**config.mk**
```make
export PLATFORM = sky130hd
export DESIGN_NAME = pipelined_instr_decoder
export DESIGN_NICKNAME = d
export VERILOG_FILES = /design/src/rtl/cpu_defs_pkg.sv /design/src/rtl/pipelined_instr_decoder_decode_lut.sv /design/src/rtl/pipelined_instr_decoder.sv
export SDC_FILE = /design/constraint.sdc
export NUM_CORES = 1
export LEC_CHECK = 0
export CORE_MARGIN = 2
export CORE_UTILIZATION = 44
export DETAILED_ROUTE_END_ITERATION = 12
export GPL_TIMING_DRIVEN = 1
export PLACE_DENSITY = 0.81
export REMOVE_ABC_BUFFERS = 1
export SLEW_MARGIN = 20
export SYNTH_ARGS = -nofsm -noshare
export SYNTH_HDL_FRONTEND = slang
export SYNTH_HIERARCHICAL = 1
export SYNTH_SLANG_ARGS = --single-unit
```
**constraint.sdc**
```tcl
create_clock -name clk -period 3.75 [get_ports clk]
set_clock_uncertainty 0.05 [all_clocks]
set_input_delay 0.375 -clock clk [delete_from_list [all_inputs] [get_ports clk]]
set_output_delay 0.375 -clock clk [all_outputs]
set_load 0.01 [all_outputs]
```
**src/rtl/cpu_defs_pkg.sv**
```systemverilog
// Shared decode definitions: opcode/funct constants, ALU, ALU-source and
// register-destination codes, and the packed control bundle.
package cpu_defs_pkg;

    // Primary opcodes (instr[31:26])
    localparam logic [5:0] OP_RTYPE = 6'h00;
    localparam logic [5:0] OP_J     = 6'h02;
    localparam logic [5:0] OP_JAL   = 6'h03;
    localparam logic [5:0] OP_BEQ   = 6'h04;
    localparam logic [5:0] OP_BNE   = 6'h05;
    localparam logic [5:0] OP_ADDI  = 6'h08;
    localparam logic [5:0] OP_ADDIU = 6'h09;
    localparam logic [5:0] OP_SLTI  = 6'h0A;
    localparam logic [5:0] OP_LW    = 6'h23;
    localparam logic [5:0] OP_SW    = 6'h2B;

    // R-type function codes (instr[5:0])
    localparam logic [5:0] FN_JR   = 6'h08;
    localparam logic [5:0] FN_ADD  = 6'h20;
    localparam logic [5:0] FN_ADDU = 6'h21;
    localparam logic [5:0] FN_SUB  = 6'h22;
    localparam logic [5:0] FN_SUBU = 6'h23;
    localparam logic [5:0] FN_SLT  = 6'h2A;

    // Native ALU code width inside the bundle; the top widens it to ALUCTRL_W
    localparam int ALU_W = 3;
    localparam logic [ALU_W-1:0] ALU_ADD = 3'd0;
    localparam logic [ALU_W-1:0] ALU_SUB = 3'd1;
    localparam logic [ALU_W-1:0] ALU_SLT = 3'd3;

    localparam logic [1:0] ALUSRC_IMM = 2'd0;
    localparam logic [1:0] ALUSRC_PC  = 2'd1;
    localparam logic [1:0] ALUSRC_DB  = 2'd2;

    localparam logic [1:0] REGDST_RT = 2'd0;
    localparam logic [1:0] REGDST_RD = 2'd1;
    localparam logic [1:0] REGDST_RA = 2'd2;

    typedef struct packed {
        logic [1:0]       regDst;
        logic             extMethod;
        logic             regWr;
        logic [1:0]       aluSrc;
        logic             branch;
        logic             jump;
        logic             jumpReg;
        logic             invZero;
        logic             memWr;
        logic             memToReg;
        logic [ALU_W-1:0] aluCntrl;
    } ctrl_t;

    localparam ctrl_t CTRL_NONE = '0;

    // rs is a source operand for everything except the absolute jumps
    function automatic logic readsRs(input logic [5:0] op);
        return !(op == OP_J || op == OP_JAL);
    endfunction

    // rt is a source operand only for R-type, compare-branches and stores
    function automatic logic readsRt(input logic [5:0] op);
        return (op == OP_RTYPE) || (op == OP_BEQ) || (op == OP_BNE) || (op == OP_SW);
    endfunction

endpackage

```
**src/rtl/pipelined_instr_decoder_decode_lut.sv**
```systemverilog
// Combinational opcode/funct lookup: instruction word -> control bundle.
module decode_lut
    import cpu_defs_pkg::*;
(
    input  logic [31:0] instr,
    output ctrl_t       ctrl,
    output logic        illegal
);

    logic [5:0] op;
    logic [5:0] funct;
    logic       unusedFields;

    assign op           = instr[31:26];
    assign funct        = instr[5:0];
    assign unusedFields = ^instr[25:6];

    // Table decode; unsupported encodings leave every control flag at zero
    always_comb begin
        ctrl    = CTRL_NONE;
        illegal = 1'b0;
        case (op)
            OP_RTYPE: begin
                case (funct)
                    FN_ADD, FN_ADDU: begin
                        ctrl.regDst   = REGDST_RD;
                        ctrl.regWr    = 1'b1;
                        ctrl.aluSrc   = ALUSRC_DB;
                        ctrl.aluCntrl = ALU_ADD;
                    end
                    FN_SUB, FN_SUBU: begin
                        ctrl.regDst   = REGDST_RD;
                        ctrl.regWr    = 1'b1;
                        ctrl.aluSrc   = ALUSRC_DB;
                        ctrl.aluCntrl = ALU_SUB;
                    end
                    FN_SLT: begin
                        ctrl.regDst   = REGDST_RD;
                        ctrl.regWr    = 1'b1;
                        ctrl.aluSrc   = ALUSRC_DB;
                        ctrl.aluCntrl = ALU_SLT;
                    end
                    FN_JR: begin
                        ctrl.jumpReg = 1'b1;
                    end
                    default: illegal = 1'b1;
                endcase
            end
            OP_ADDI, OP_ADDIU: begin
                ctrl.regDst   = REGDST_RT;
                ctrl.regWr    = 1'b1;
                ctrl.aluSrc   = ALUSRC_IMM;
                ctrl.aluCntrl = ALU_ADD;
            end
            OP_SLTI: begin
                ctrl.regDst   = REGDST_RT;
                ctrl.regWr    = 1'b1;
                ctrl.aluSrc   = ALUSRC_IMM;
                ctrl.aluCntrl = ALU_SLT;
            end
            OP_BEQ: begin
                ctrl.branch   = 1'b1;
                ctrl.aluSrc   = ALUSRC_IMM;
                ctrl.aluCntrl = ALU_SUB;
            end
            OP_BNE: begin
                ctrl.branch   = 1'b1;
                ctrl.invZero  = 1'b1;
                ctrl.aluSrc   = ALUSRC_IMM;
                ctrl.aluCntrl = ALU_SUB;
            end
            OP_LW: begin
                ctrl.regDst   = REGDST_RT;
                ctrl.regWr    = 1'b1;
                ctrl.memToReg = 1'b1;
                ctrl.aluSrc   = ALUSRC_IMM;
                ctrl.aluCntrl = ALU_ADD;
            end
            OP_SW: begin
                ctrl.memWr    = 1'b1;
                ctrl.aluSrc   = ALUSRC_IMM;
                ctrl.aluCntrl = ALU_ADD;
            end
            OP_J: begin
                ctrl.jump = 1'b1;
            end
            OP_JAL: begin
                ctrl.jump     = 1'b1;
                ctrl.regWr    = 1'b1;
                ctrl.regDst   = REGDST_RA;
                ctrl.aluSrc   = ALUSRC_PC;
                ctrl.aluCntrl = ALU_ADD;
            end
            default: illegal = 1'b1;
        endcase
    end

endmodule

```
**src/rtl/pipelined_instr_decoder.sv**
```systemverilog
// Registered MIPS decode stage with valid/ready handshake on both sides,
// load-use interlock and sticky illegal-encoding flag.
module pipelined_instr_decoder
    import cpu_defs_pkg::*;
#(
    parameter int REG_ADDR_W   = 5,
    parameter int ALUCTRL_W    = 3,
    parameter int LOAD_USE_GAP = 1,
    parameter int HAZARD_EN    = 1
) (
    input  logic                  clk,
    input  logic                  reset,
    input  logic                  in_valid,
    output logic                  in_ready,
    input  logic [31:0]           in_instr,
    output logic                  out_valid,
    input  logic                  out_ready,
    output logic [1:0]            reg_dst,
    output logic                  ext_method,
    output logic                  reg_wr,
    output logic [1:0]            alu_src,
    output logic                  branch,
    output logic                  jump,
    output logic                  jump_reg,
    output logic                  inv_zero,
    output logic                  mem_wr,
    output logic                  mem_to_reg,
    output logic [ALUCTRL_W-1:0]  alu_cntrl,
    output logic [REG_ADDR_W-1:0] rs,
    output logic [REG_ADDR_W-1:0] rt,
    output logic [REG_ADDR_W-1:0] wr_reg,
    output logic [15:0]           imm16,
    output logic [25:0]           jtarget,
    output logic                  illegal,
    output logic                  illegal_seen,
    output logic                  stall
);

    localparam int CNT_W = (LOAD_USE_GAP > 0) ? $clog2(LOAD_USE_GAP + 1) : 1;
    localparam logic [REG_ADDR_W-1:0] RA_REG = REG_ADDR_W'(31);

    logic [5:0]            inOp;
    logic [REG_ADDR_W-1:0] inRs;
    logic [REG_ADDR_W-1:0] inRt;
    logic [REG_ADDR_W-1:0] inRd;
    logic [REG_ADDR_W-1:0] wrRegNext;
    ctrl_t                 decCtrl;
    ctrl_t                 ctrlNext;
    logic                  decIllegal;
    logic                  stallInt;
    logic                  xferIn;

    ctrl_t                 ctrlReg;
    logic                  illegalReg;
    logic                  outValidReg;
    logic                  illegalSeenReg;
    logic [REG_ADDR_W-1:0] rsReg;
    logic [REG_ADDR_W-1:0] rtReg;
    logic [REG_ADDR_W-1:0] wrRegReg;
    logic [15:0]           imm16Reg;
    logic [25:0]           jtargetReg;

    assign inOp = in_instr[31:26];
    assign inRs = REG_ADDR_W'(in_instr[25:21]);
    assign inRt = REG_ADDR_W'(in_instr[20:16]);
    assign inRd = REG_ADDR_W'(in_instr[15:11]);

    decode_lut uDecode (
        .instr   (in_instr),
        .ctrl    (decCtrl),
        .illegal (decIllegal)
    );

    // Resolve the destination register and suppress writes to $0
    always_comb begin
        wrRegNext = inRt;
        case (decCtrl.regDst)
            REGDST_RD: wrRegNext = inRd;
            REGDST_RA: wrRegNext = RA_REG;
            default:   wrRegNext = inRt;
        endcase
        ctrlNext       = decCtrl;
        ctrlNext.regWr = decCtrl.regWr & (wrRegNext != '0);
    end

    assign in_ready = (~outValidReg | out_ready) & ~stallInt;
    assign xferIn   = in_valid & in_ready;
    assign stall    = stallInt;

    generate
        if (HAZARD_EN != 0 && LOAD_USE_GAP > 0) begin : g_hazard
            logic [CNT_W-1:0]      stallCntReg;
            logic [REG_ADDR_W-1:0] ldRegReg;
            logic                  rsHit;
            logic                  rtHit;

            assign rsHit    = readsRs(inOp) && (inRs != '0) && (inRs == ldRegReg);
            assign rtHit    = readsRt(inOp) && (inRt != '0) && (inRt == ldRegReg);
            assign stallInt = in_valid && (stallCntReg != '0) && (rsHit || rtHit);

            // Arm the interlock on a lw issue; count down only while downstream drains
            always_ff @(posedge clk) begin
                if (reset) begin
                    stallCntReg <= '0;
                    ldRegReg    <= '0;
                end else if (xferIn && inOp == OP_LW && wrRegNext != '0) begin
                    stallCntReg <= CNT_W'(LOAD_USE_GAP);
                    ldRegReg    <= wrRegNext;
                end else if (out_ready && stallCntReg != '0) begin
                    stallCntReg <= stallCntReg - 1'b1;
                end
            end
        end else begin : g_noHazard
            logic unusedHazardOp;
            assign unusedHazardOp = ^inOp;
            assign stallInt       = 1'b0;
        end
    endgenerate

    // Output register: load on transfer, drop valid once the bundle is consumed
    always_ff @(posedge clk) begin
        if (reset) begin
            outValidReg <= 1'b0;
            ctrlReg     <= CTRL_NONE;
            illegalReg  <= 1'b0;
            rsReg       <= '0;
            rtReg       <= '0;
            wrRegReg    <= '0;
            imm16Reg    <= '0;
            jtargetReg  <= '0;
        end else if (xferIn) begin
            outValidReg <= 1'b1;
            ctrlReg     <= ctrlNext;
            illegalReg  <= decIllegal;
            rsReg       <= inRs;
            rtReg       <= inRt;
            wrRegReg    <= wrRegNext;
            imm16Reg    <= in_instr[15:0];
            jtargetReg  <= in_instr[25:0];
        end else if (out_ready) begin
            outValidReg <= 1'b0;
        end
    end

    // Sticky flag: any illegal bundle issued since reset
    always_ff @(posedge clk) begin
        if (reset) begin
            illegalSeenReg <= 1'b0;
        end else if (xferIn && decIllegal) begin
            illegalSeenReg <= 1'b1;
        end
    end

    assign out_valid    = outValidReg;
    assign reg_dst      = ctrlReg.regDst;
    assign ext_method   = ctrlReg.extMethod;
    assign reg_wr       = ctrlReg.regWr;
    assign alu_src      = ctrlReg.aluSrc;
    assign branch       = ctrlReg.branch;
    assign jump         = ctrlReg.jump;
    assign jump_reg     = ctrlReg.jumpReg;
    assign inv_zero     = ctrlReg.invZero;
    assign mem_wr       = ctrlReg.memWr;
    assign mem_to_reg   = ctrlReg.memToReg;
    assign alu_cntrl    = ALUCTRL_W'(ctrlReg.aluCntrl);
    assign rs           = rsReg;
    assign rt           = rtReg;
    assign wr_reg       = wrRegReg;
    assign imm16        = imm16Reg;
    assign jtarget      = jtargetReg;
    assign illegal      = illegalReg;
    assign illegal_seen = illegalSeenReg;

endmodule

```
# Word-level counts from Yosys, hierarchy flattened
# Cells that the tools add are included.
# word_totals
in_bits	36
ff_bits	80
out_inout_bits	77
# classes
bitwise	6
eq_ne	19
mux	21
reduce_logical	29
n_addsub	1
# op_table
op	n
equality test 6 bit (second input constant)	7
equality test 6 x 4 -> 1 bit (second input constant)	4
nonzero test 5 bit	3
2-to-1 mux 1 bit	13
equality test 6 x 2 -> 1 bit (second input constant)	2
equality test 6 x 3 -> 1 bit (second input constant)	2
one-hot mux 2 bit (2 select lines)	3
equality test 5 bit	2
logical AND 1 bit	10
one-hot mux 5 bit (2 select lines)	1
OR reduction 5 bit	2
OR reduction 9 bit	1
zero test 6 bit	1
one-hot mux 2 bit (3 select lines)	1
OR reduction 2 bit	3
OR reduction 6 bit	1
logical OR 1 bit	5
one-hot mux 1 bit (2 select lines)	2
nonzero test 2 bit	2
AND 1 bit	3
2-to-1 mux 3 bit	1
equality test 2 x 1 -> 1 bit (second input constant)	1
equality test 2 bit (second input constant)	1
NOT 1 bit	2
3 further kinds	3

# Longest topological paths before layout
# depth
depth_word	14
ltp_mapped	12
depth_no_buf	11

# Modules after synthesis
# The synthesis kept the hierarchy.
# modules_own_cells
mod	n_inst	cells_each	area_each_um2
pipelined_instr_decoder	1	265	2542.4
decode_lut	1	46	279.0

# Least setup slack after synthesis
# OpenSTA, ideal clock, no wires.
# synth_timing
kind	in2reg
start	input port in_instr[26]
end	register g_hazard.stallCntReg
cell_stages	12
n_path_buf	1
t_required_ns	3.585
slack_ns	1.042
arrival_time_ns	2.543
path_cell_list	nor3_2 > nand2_1 > nor2_1 > buf_4 > inv_1 > ha_1 > nor2_1 > a21oi_1 > or4_1 > nor2_1 > nor4_4 > o21ba_1
# synth_rtl
item	line_no	text
start, declared	pipelined_instr_decoder.sv:15	input logic [31:0] in_instr,
end signal, assigned	pipelined_instr_decoder.sv:107	stallCntReg <= CNT_W'(LOAD_USE_GAP);
end signal, assigned	pipelined_instr_decoder.sv:110	stallCntReg <= stallCntReg - 1'b1;
end, declared	pipelined_instr_decoder.sv:92	logic [CNT_W-1:0] stallCntReg;

# Final worst setup path
# layout_timing
start	input port in_instr[26]
end	register g_hazard.stallCntReg
# layout_via
elab_chain_len	14
# layout_lines
item	line_no	text
equality test 6 x 3 -> 1 bit or zero test 6 bit (tied branches)	cpu_defs_pkg.sv:62, pipelined_instr_decoder_decode_lut.sv:22	
logical OR 1 bit (3 in a row)	cpu_defs_pkg.sv:62	return (op == OP_RTYPE) || (op == OP_BEQ) || (op == OP_BNE) || (op == OP_SW);
logical AND 1 bit (2 in a row)	pipelined_instr_decoder.sv:98	assign rtHit = readsRt(inOp) && (inRt != '0) && (inRt == ldRegReg);
logical OR 1 bit	pipelined_instr_decoder.sv:99	assign stallInt = in_valid && (stallCntReg != '0) && (rsHit || rtHit);
logical AND 1 bit	pipelined_instr_decoder.sv:99	
NOT 1 bit	pipelined_instr_decoder.sv:86	assign in_ready = (~outValidReg | out_ready) & ~stallInt;
AND 1 bit	pipelined_instr_decoder.sv:86	
AND 1 bit	pipelined_instr_decoder.sv:87	assign xferIn = in_valid & in_ready;
logical AND 1 bit	pipelined_instr_decoder.sv:106	end else if (xferIn && inOp == OP_LW && wrRegNext != '0) begin
logical AND 1 bit *	pipelined_instr_decoder.sv:106	
2-to-1 mux 1 bit or nonzero test 2 bit (tied branches)	n/a	
# Every way passes the cells marked *; elsewhere a longest branch is shown, timed or not.
# A chain may end at the register's enable or synchronous reset.

==> results.toml <==
[finish]
largest_reg_flops = 15
nNetsFinal = 433
fin_area_sq_um = 3880
area_delta_synth_final_pct = 37.6
diodes = 0
fin_util = 0.619
drive_gt1_frac = 0.0606
nFillCells = 535

[clock_network]
cts_tree = "done"
cts_hold_buf = 0
cts_buffers = 5
htreeDepth = 2
clock-sinks = 55
cts_resized = 0
post_cts_buffers = 0
cts_buffer_depth = 2
clk_pin_slew_ns = 0.09
root_buffer = "clkbuf_8"
clk-insertion-delay-late_ns = 0.30

[timing]
hold_ws_ns = 0.420
drv_slew = 0
tightest_slew_ns = 1.00
period_needed_ns = 3.28
fin_crit_sh = 0.875
rsz0062_at_grt = "no"
hold_violations = 0
slew-limit-headroom = 0.331
layout_setup_ws_ns = 0.469
setup_viol = 0
clock.fmax_ghz = 0.305

[power_and_ir_drop]
powerDensity_nw_per_um2 = 313
p_seq_frac = 0.516
p_comb_frac = 0.223
pwr-share-clk = 0.260
ir_worst_vdd_uv = 186
swShare = 0.266
p_sw_mw = 0.323
p_int_mw = 0.893
power.static_leakage_nw = 1.53

[hold_path]
min_path_cells = 2
min_to = "illegal_seen$_SDFFE_PP0P_"
hp-start = "illegal_seen$_SDFFE_PP0P_"
worstHoldPathType = "reg2reg"

[synthesis]
postSynthAreaPerCell_sq_um = 9.07
yosys_warnings = 6
synth_edf_count = 0
yosys.cell_count.top_type = "nor2_1"
synthCells = 311
synthArstFlopShare = 0
ys_ff_latch = 55
synth.area.top_cells = "dfxtp_1 39%, mux2i_1 18%, buf_4 9.3%"
synthesis.area_sq_um = 2820
synth_top_area_cell = "dfxtp_1"
ys_top_cells_by_count = "61 x nor2_1, 55 x dfxtp_1, 51 x mux2i_1"
synthDistinctLibCells = 44
seq_area_frac_synth = 0.390
synth-main-ff-cell = "dfxtp_1"
synth_top_area_share = 0.390

[grt]
first_global_vias = 2311
grt_usage = 0.193
grt_pass1_wl_mm = 11.3
antenna_found_initial = 0
grt_max_degree = 61
grt-ovfl-total = 0

[setup_path]
cp-startpoint = "in_instr[26]"
cp_cell_sequence = "clkdlybuf4s50_1 > nor3_2 > nand2_1 > nor2_1 > inv_1 > ha_1 > nor2_1 > a21oi_1 > or4_1 > nor2_1 > nor4_4 > o21ba_1"
slowest_delay_ns = 0.56
rrSetupSlack_ns = 1.55
worst-path-max-fanout = 9
worst_ep_arrival_time_ns = 3.44
r2r-end = "imm16[2]$_SDFFE_PP0P_"
critPathRequiredTime_ns = 3.91
critPathSlowestCell = "clkdlybuf4s50_1"
r2r_start = "g_hazard.ldRegReg[0]$_SDFFE_PP0P_"
crit_top_cell = "nor2_1"
crit_path_start_kind = "primary input"
crit_path_end_kind = "register"
reg2reg_depth = 7
worstSetupPathType = "in2reg"

[floorplan]
die_w_um = 84.1
start_util = 0.449
core.rowCount = 29
core_area_sq_um = 6280
die_y_um = 84.1
io_pins = 113
die-area_sq_um = 7070

[route]
drt_first_pass_iters = 4
drt_wl_total_mm = 6.68
drt_iter0_markers = 128
ant_nets = 0
wl_per_cell_um = 14.1
vias = 2349
viasPerCell = 4.97
drc = 0

[place]
placed_cell_area_sq_um = 3800
dp_hpwl_mm = 4.99
port_buffers = 112
gp_congestion = 0.829
pre_cts_ws_ns = 0.179

[outcome]
status = "completed"

[flow_run]
drv_cap = 0
==> placed cells by master (no fill, tap or decap), types with 3 or more instances in the layout <==
cell type        count
a21oi_1              9
and2_1               4
buf_4                6
clkbuf_8             5
clkdlybuf4s50_1    111
dfxtp_1             55
inv_1                4
mux2i_1             51
nand2_1             11
nand2b_1            13
nand3_1              3
nor2_1              61
nor2b_1              8
nor3_1               3
nor4_1               3
or4_1                4
xnor2_1              3
xor2_1               5
==> worst max-delay path by stage <==
stage / to / slack (ns) / cells past startpoint
final: g_hazard.stallCntReg$_SDFFE_PP0P_ / 0.47 / 12
after global routing: g_hazard.stallCntReg$_SDFFE_PP0P_ / 0.24 / 12
after CTS: g_hazard.stallCntReg$_SDFFE_PP0P_ / 0.50 / 12
after detailed placement: g_hazard.stallCntReg$_SDFFE_PP0P_ / 0.18 / 12
after global placement: g_hazard.stallCntReg$_SDFFE_PP0P_ / 0.32 / 12
after floorplan: alu_cntrl[0]$_SDFFE_PP0P_ / -5.19 / 6
==> critical path, delay by kind of cell <==
family | cells | cell delay (ns)
adder cells (fa/ha/maj) | 1 | 0.35
AO/OA/AOI/OAI | 2 | 0.34
buffers and inverters | 2 | 0.62
AND/OR/NAND/NOR | 7 | 1.74
==> cells by family after synthesis <==
family                   after synthesis  share of synthesized area
XOR/XNOR                               8                     0.0248
buffers and inverters                 47                      0.110
adder cells (fa/ha/maj)                2                    0.00887
AO/OA/AOI/OAI                         22                     0.0537
multiplexers                          51                      0.181
other                                  1                    0.00133
flip-flops                            55                      0.390
AND/OR/NAND/NOR                      125                      0.231
==> per-layer routing <==
layer / global-route usage / vias to the layer above / share of wire
li1: - / 1177 / -
met1: 0.255 / 1087 / 0.46
met2: 0.319 / 75 / 0.47
met3: 0.0445 / 10 / 0.056
met4: 0.0469 / 0 / 0.012
met5: 0 / - / 0
==> stage by stage <==
stage	TNS, ns	cells	power, mW
final	0	473	1.22
after global routing	0	473	1.28
after CTS	0	473	1.23
after detailed placement	0	465	0.913
after global placement	0	465	0.908
after floorplan	-253.74	270	0.764
==> layout make-up <==
cell class | instances | area [sq um] | area share
inverters | 5 | 18.8 | 0.00483
clock inverters | 2 | 12.5 | 0.00322
multi-input cells | 210 | 1420 | 0.366
repair buffers | 118 | 1160 | 0.299
flip-flops and latches | 55 | 1100 | 0.284
clock buffers | 6 | 72.6 | 0.0187
well taps | 77 | 96.3 | 0.0248
==> power groups by stage <==
stage / sequential, mW / combinational [mW] / clock [mW]
2_1_floorplan: 0.662 / 0.102 / 0
3_5_place_dp: 0.641 / 0.272 / 0
3_3_place_gp: 0.640 / 0.268 / 0
6_report: 0.628 / 0.271 / 0.317
4_1_cts: 0.628 / 0.274 / 0.330
5_1_grt: 0.632 / 0.292 / 0.352
Note: power is estimated with default switching activity, not from simulation.
